==> config.mk <==
export PLATFORM = sky130hd
export DESIGN_NAME = fir_mac_serial
export DESIGN_NICKNAME = d
export VERILOG_FILES = /design/src/rtl/fir_mac_serial.sv
export SDC_FILE = /design/constraint.sdc
export NUM_CORES = 1
export LEC_CHECK = 0
export CAP_MARGIN = 10
export CORE_UTILIZATION = 35
export CTS_BUF_LIST = sky130_fd_sc_hd__clkbuf_4
export CTS_CLUSTER_SIZE = 24
export DETAILED_ROUTE_END_ITERATION = 12
export HOLD_SLACK_MARGIN = 0.05
export PLACE_DENSITY = 0.61
export SETUP_SLACK_MARGIN = 0.15
export SLEW_MARGIN = 0
export SYNTH_ARGS = -nofsm -noshare
export SYNTH_HDL_FRONTEND = slang
export SYNTH_SLANG_ARGS = --single-unit
==> constraint.sdc <==
create_clock -name clk -period 6.27 [get_ports clk]
set_input_delay 1.881 -clock clk [delete_from_list [all_inputs] [get_ports clk]]
set_output_delay 1.881 -clock clk [all_outputs]
set_load 0.01 [all_outputs]
==> src/rtl/fir_mac_serial.sv <==
// fir_mac_serial
//   Serial FIR filter: y[n] = sat(sum_{k=0..ORDER} Ck * x[n-k]).
//   A single multiplier-accumulator is time-shared over the ORDER+1 taps,
//   one product per clock.
//   The result is kept at full precision in the accumulator. It is
//   saturated to WORD_SIZE_OUT bits only on the way out.
//
// Ports
//   clk        system clock, all state updates on the rising edge
//   rat        synchronous active-high reset
//   data_in    unsigned input sample x[n]
//   in_valid   data_in valid
//   in_ready   block can take a sample (IDLE, and rat low)
//   data_out   saturated filter output y[n]
//   out_valid  data_out valid (HOLD)
//   out_ready  downstream accepts data_out; ignored outside HOLD
//   busy       high while computing or holding a result
//
// Timing
//   The accept edge is followed by ORDER+1 MAC edges. out_valid rises after
//   the last of these and stays up until an edge with out_ready=1.
module fir_mac_serial #(
  parameter int          ORDER         = 8,
  parameter int          WORD_SIZE_IN  = 8,
  parameter int          WORD_SIZE_OUT = 16,
  parameter int          ACC_W         = 20,
  parameter logic [7:0]  C0            = 8'd7,
  parameter logic [7:0]  C1            = 8'd46,
  parameter logic [7:0]  C2            = 8'd32,
  parameter logic [7:0]  C3            = 8'd9,
  parameter logic [7:0]  C4            = 8'd0,
  parameter logic [7:0]  C5            = 8'd0,
  parameter logic [7:0]  C6            = 8'd0,
  parameter logic [7:0]  C7            = 8'd0,
  parameter logic [7:0]  C8            = 8'd0
) (
  input  logic                     clk,
  input  logic                     rat,
  input  logic [WORD_SIZE_IN-1:0]  data_in,
  input  logic                     in_valid,
  output logic                     in_ready,
  output logic [WORD_SIZE_OUT-1:0] data_out,
  output logic                     out_valid,
  input  logic                     out_ready,
  output logic                     busy
);

  localparam int COEF_W = 8;
  localparam int PROD_W = WORD_SIZE_IN + COEF_W;
  localparam int IDX_W  = (ORDER > 0) ? $clog2(ORDER + 1) : 1;
  localparam logic [IDX_W-1:0] LAST_IDX = IDX_W'(ORDER);

  typedef enum logic [1:0] {
    ST_IDLE = 2'd0,
    ST_MAC  = 2'd1,
    ST_HOLD = 2'd2
  } state_t;

  // Only nine coefficient parameters exist. Any tap above C8 multiplies
  // by zero.
  function automatic logic [COEF_W-1:0] coef_const(input int k);
    case (k)
      0:       return C0;
      1:       return C1;
      2:       return C2;
      3:       return C3;
      4:       return C4;
      5:       return C5;
      6:       return C6;
      7:       return C7;
      8:       return C8;
      default: return '0;
    endcase
  endfunction

  state_t                   state_reg, state_next;
  logic [WORD_SIZE_IN-1:0]  x_reg [0:ORDER];
  logic [ACC_W-1:0]         acc_reg;
  logic [IDX_W-1:0]         idx_reg;
  logic [WORD_SIZE_OUT-1:0] data_out_reg;

  logic [COEF_W-1:0]        coef_tab [0:ORDER];
  logic [COEF_W-1:0]        coef_sel;
  logic [WORD_SIZE_IN-1:0]  x_sel;
  logic [PROD_W-1:0]        prod;
  logic [ACC_W-1:0]         sum_next;
  logic [WORD_SIZE_OUT-1:0] sum_sat;

  // This is a constant coefficient ROM. idx_reg selects the entry through
  // a mux.
  genvar gi;
  generate
    for (gi = 0; gi <= ORDER; gi++) begin : g_coef
      assign coef_tab[gi] = coef_const(gi);
    end
  endgenerate

  assign coef_sel = coef_tab[idx_reg];
  assign x_sel    = x_reg[idx_reg];
  assign prod     = PROD_W'(coef_sel) * PROD_W'(x_sel);
  assign sum_next = acc_reg + ACC_W'(prod);

  // ACC_W is sized so the sum never wraps. Any bit set above the output
  // width means the result overflows.
  assign sum_sat  = (|sum_next[ACC_W-1:WORD_SIZE_OUT]) ? '1
                                                        : sum_next[WORD_SIZE_OUT-1:0];

  assign data_out = data_out_reg;

  // State register
  always_ff @(posedge clk) begin
    if (rat) begin
      state_reg <= ST_IDLE;
    end else begin
      state_reg <= state_next;
    end
  end

  // Next-state and output decode
  always_comb begin
    state_next = state_reg;
    in_ready   = 1'b0;
    busy       = 1'b0;
    out_valid  = 1'b0;
    case (state_reg)
      ST_IDLE: begin
        // Reset overrides the transfer, so ready is withheld while rat is up.
        in_ready = ~rat;
        if (in_valid) begin
          state_next = ST_MAC;
        end
      end
      ST_MAC: begin
        busy = 1'b1;
        if (idx_reg == LAST_IDX) begin
          state_next = ST_HOLD;
        end
      end
      ST_HOLD: begin
        busy      = 1'b1;
        out_valid = 1'b1;
        if (out_ready) begin
          state_next = ST_IDLE;
        end
      end
      default: begin
        state_next = ST_IDLE;
      end
    endcase
  end

  // Delay line, accumulator, tap index and output register
  always_ff @(posedge clk) begin
    if (rat) begin
      for (int k = 0; k <= ORDER; k++) begin
        x_reg[k] <= '0;
      end
      acc_reg      <= '0;
      idx_reg      <= '0;
      data_out_reg <= '0;
    end else begin
      case (state_reg)
        ST_IDLE: begin
          if (in_valid) begin
            x_reg[0] <= data_in;
            for (int k = 1; k <= ORDER; k++) begin
              x_reg[k] <= x_reg[k-1];
            end
            acc_reg <= '0;
            idx_reg <= '0;
          end
        end
        ST_MAC: begin
          acc_reg <= sum_next;
          if (idx_reg == LAST_IDX) begin
            data_out_reg <= sum_sat;
            // idx_reg is parked at 0 so that it never addresses past the
            // end of the delay line while the block sits in HOLD.
            idx_reg      <= '0;
          end else begin
            idx_reg <= idx_reg + IDX_W'(1);
          end
        end
        default: begin
        end
      endcase
    end
  end

endmodule

==> results.md <==
* number of endpoints failing setup at the final stage: 0
* io pins: 31
* Cell Area, Synth: 6960 um^2
* RSZ-0062 raised after global routing: false
* leading post-synthesis cells by cell area: edfxtp_1, dfxtp_1, fa_1
* antenna violations before repair: 1
* drc violations: 0
* crit path setup slack, layout: 0.345 ns
* final cell area excluding filler cells: 8270 um^2
* number of synthesized flops with an enable pin: 72
* Clock power frac: 18.8%
* maximum clock path buffer count: 2
* most common library cells after synthesis: inv_1, and2_1, edfxtp_1
* total of warnings raised by yosys: 0
* post-synthesis sequential area ratio: 44.3%
* Overall Power: 3010 uW
* horizontal die dimension: 143 um
* post-synthesis instance total: 647
* routability congestion estimate: 0.810
* combinational share of power: 49.3%
* number of antenna-violating nets in the routed design: 0
* maximum number of pins on one net before global-route repair: 73
* CTS Buf Count: 17
* worst clock skew: 0.0154 ns
* first-pass GRT wire length: 23.4 mm
* Net Sw Frac: 39.7%
* required time reported for the critical path endpoint: 6.69 ns
* cts-stage hold buffer count: 0
* outcome: complete, no violations
* Post-layout nets: 794
* Detailed Routing Iterations Pass 1: 5
* overall die height: 143 um
* vias per cell: 4.80
* CTS Root Buffer Type: clkbuf_4
* wire length reported by the detailed router: 14.1 mm
* grt ovf: 0
* asr flop ratio synth: 0%
* area enclosed by the die boundary: 20,400 um^2
* Top Family by Delay on Critical Path: adder cells
* critical path data arrival time: 6.34 ns
* total number of placement rows: 51
* post-place instance area: 7650 um^2
* Crit Path Max Fanout: 8
* number of nets produced by synthesis: 732
* post-CTS clock slew at the launch and capture registers of the worst setup and hold paths: 0.12 ns
* Setup Crit Path Kind: register to register
* clock net sink count: 118
* clock tree from TritonCTS: done
* crit path time final: 5.92 ns
* transition time at the pin with the least slew margin: 0.936 ns
* 1st-iter DRT viols: 275
* Routed wire per std cell: 14.3 um
* sort of element at the end of the critical path: register
* synthesis-stage register bit count: 118
* H-Tree Depth: 4
* number of global-route vias before repair: 4,690
* buffers plus inverters on the worst setup path: 6
* Port Buf Inserts: 30
* per-instance average area after synthesis: 10.8 um^2
* worst rel slew slack: 37.2%
* # Max-Cap Violations: 0
* Sequential Power Share: 31.9%
* worst-skew pair later-pin latency: 0.54 ns
* fraction of post-synthesis cell area in the top cell type by area: 31.1%
* switching power of the nets: 1200 uW
* starting density of the core: 35.8%
* Max Clk Rate: 169 MHz
* Final Cycle Share: 94.5%
* smallest hold slack: 0.506 ns
* GRT Overall Usage: 14.9%
* Yosys top cell by area: edfxtp_1
* number of distinct library cell variants in the gate-level netlist after synthesis: 52
* critical path cell sequence: buf_12 -> mux4_2 -> mux2i_1 -> nor2_1 -> a21oi_2 -> buf_4 -> or2_2 -> fa_1 -> inv_2 -> fa_1 -> fa_1 -> inv_1 -> fa_1 -> inv_1 -> ha_1 -> a21o_1 -> a31oi_1 -> o21ai_0 -> o21a_1 -> mux2_2 -> a2111oi_4 -> buf_4 -> a211oi_1
* delay of the slowest critical-path stage: 0.56 ns
* Final Max Slew Viols: 0
* Pleak: 0.00341 uW
* Detail Placement HPWL: 9.99 mm
* share of final-layout standard cells stronger than drive strength 1: 17.5%
* via count of the routed design: 4,738
* utilization after layout: 42.5%
* Fin. Hold Viols: 0
* post-place setup slack: -0.0378 ns
* highest ir drop seen on vdd: 0.191 mV
* flip-flop cell with the highest count after synthesis: edfxtp_1
* launching element type of the critical path: register
* cell type with the highest occurrence count on the critical path: fa_1
* most common cell in the netlist: inv_1
* path type of the worst min-delay path: register to register
* Internal Dissipation: 1820 uW
* slowest library cell on the worst path: fa_1
* number of flip-flops under the largest register name: 72
* Cell Pwr Density: 364 nW/um^2
* area grow syn2layout: 18.9%
* CORE AREA: 19,500 um^2
-- path summary, 6_finish.rpt --
path | startpoint | end | slack, ns | cells after the start
max reg2reg | register | data_out[6] | 0.35 | 23
min reg2reg | data_out[9] | data_out[9] | 0.51 | 2
max | register | data_out[6] | 0.35 | 23
min | data_out[9] | data_out[9] | 0.51 | 2
-- power groups by stage --
stage | combinational (uW) | sequential, uW | clock (uW)
after floorplan | 918 | 957 | 0
after detailed placement | 1230 | 975 | 0
after global routing | 1680 | 971 | 615
final | 1490 | 960 | 567
after global placement | 1200 | 973 | 0
after CTS | 1240 | 959 | 584
-- per-stage QoR --
step                instances  setup TNS, ns
floorplan                 647              0
global placement          935              0
detailed placement        935         -0.308
CTS                       970              0
global route              988              0
finish                    988              0
-- cell type report --
cell class / instances / area (um^2)
fill: 1878 / 11200
clock inverter: 15 / 153
inverter: 86 / 323
timing repair buffer: 69 / 659
multi-input combinational: 417 / 3590
tap: 265 / 332
sequential: 118 / 3090
clock buffer: 17 / 128
antenna: 1 / 2.50
-- worst min-delay path: cells and delay by family, from the launching register on --
family	cells	cell delay, ns
flops	1	0.33
simple gates	1	0.09
compound gates	1	0.05
-- kinds of logic (layout without fill, tap and decap cells) --
| kind of cell | count (synthesis) | count (layout) | share of synthesized area, % |
|---|---|---|---|
| mux | 25 | 25 | 6.49 |
| flops | 118 | 118 | 44.3 |
| buf+inv | 112 | 187 | 6.35 |
| xor+xnor | 14 | 14 | 1.76 |
| simple gates | 211 | 211 | 15.4 |
| fa+ha+maj | 73 | 73 | 16.3 |
| compound gates | 94 | 94 | 9.41 |
| other cells | 0 | 1 | 0 |
-- cells in the final DEF (no fill, tap or decap), drive strengths merged, types with 8 or more instances in the layout --
master / instances
a211oi: 16
a21oi: 22
and2: 75
buf: 39
clkbuf: 17
clkdlybuf4s50: 30
dfxtp: 46
edfxtp: 72
fa: 29
ha: 44
inv: 90
mux2i: 8
mux4: 16
nand2: 34
nand2b: 9
nor2: 62
nor2b: 11
o21ai: 18
-- per-layer routing --
metal / share of wire, % / vias up / global-route usage, %
met1: 46 / 2321 / 18.8
met5: 0 / - / 0
li1: - / 2318 / -
met4: 1.6 / 0 / 6.28
met2: 50 / 82 / 25.0
met3: 2.9 / 17 / 2.95
-- what timing repair did --
item                                    4_1_cts  5_1_grt
buffers inserted                              2       16
endpoints found under the setup margin       16       18
cloned                                        1        0
pin swaps                                     5       27
gates resized for setup                       9       27
Note: power is estimated with default switching activity, not from simulation.
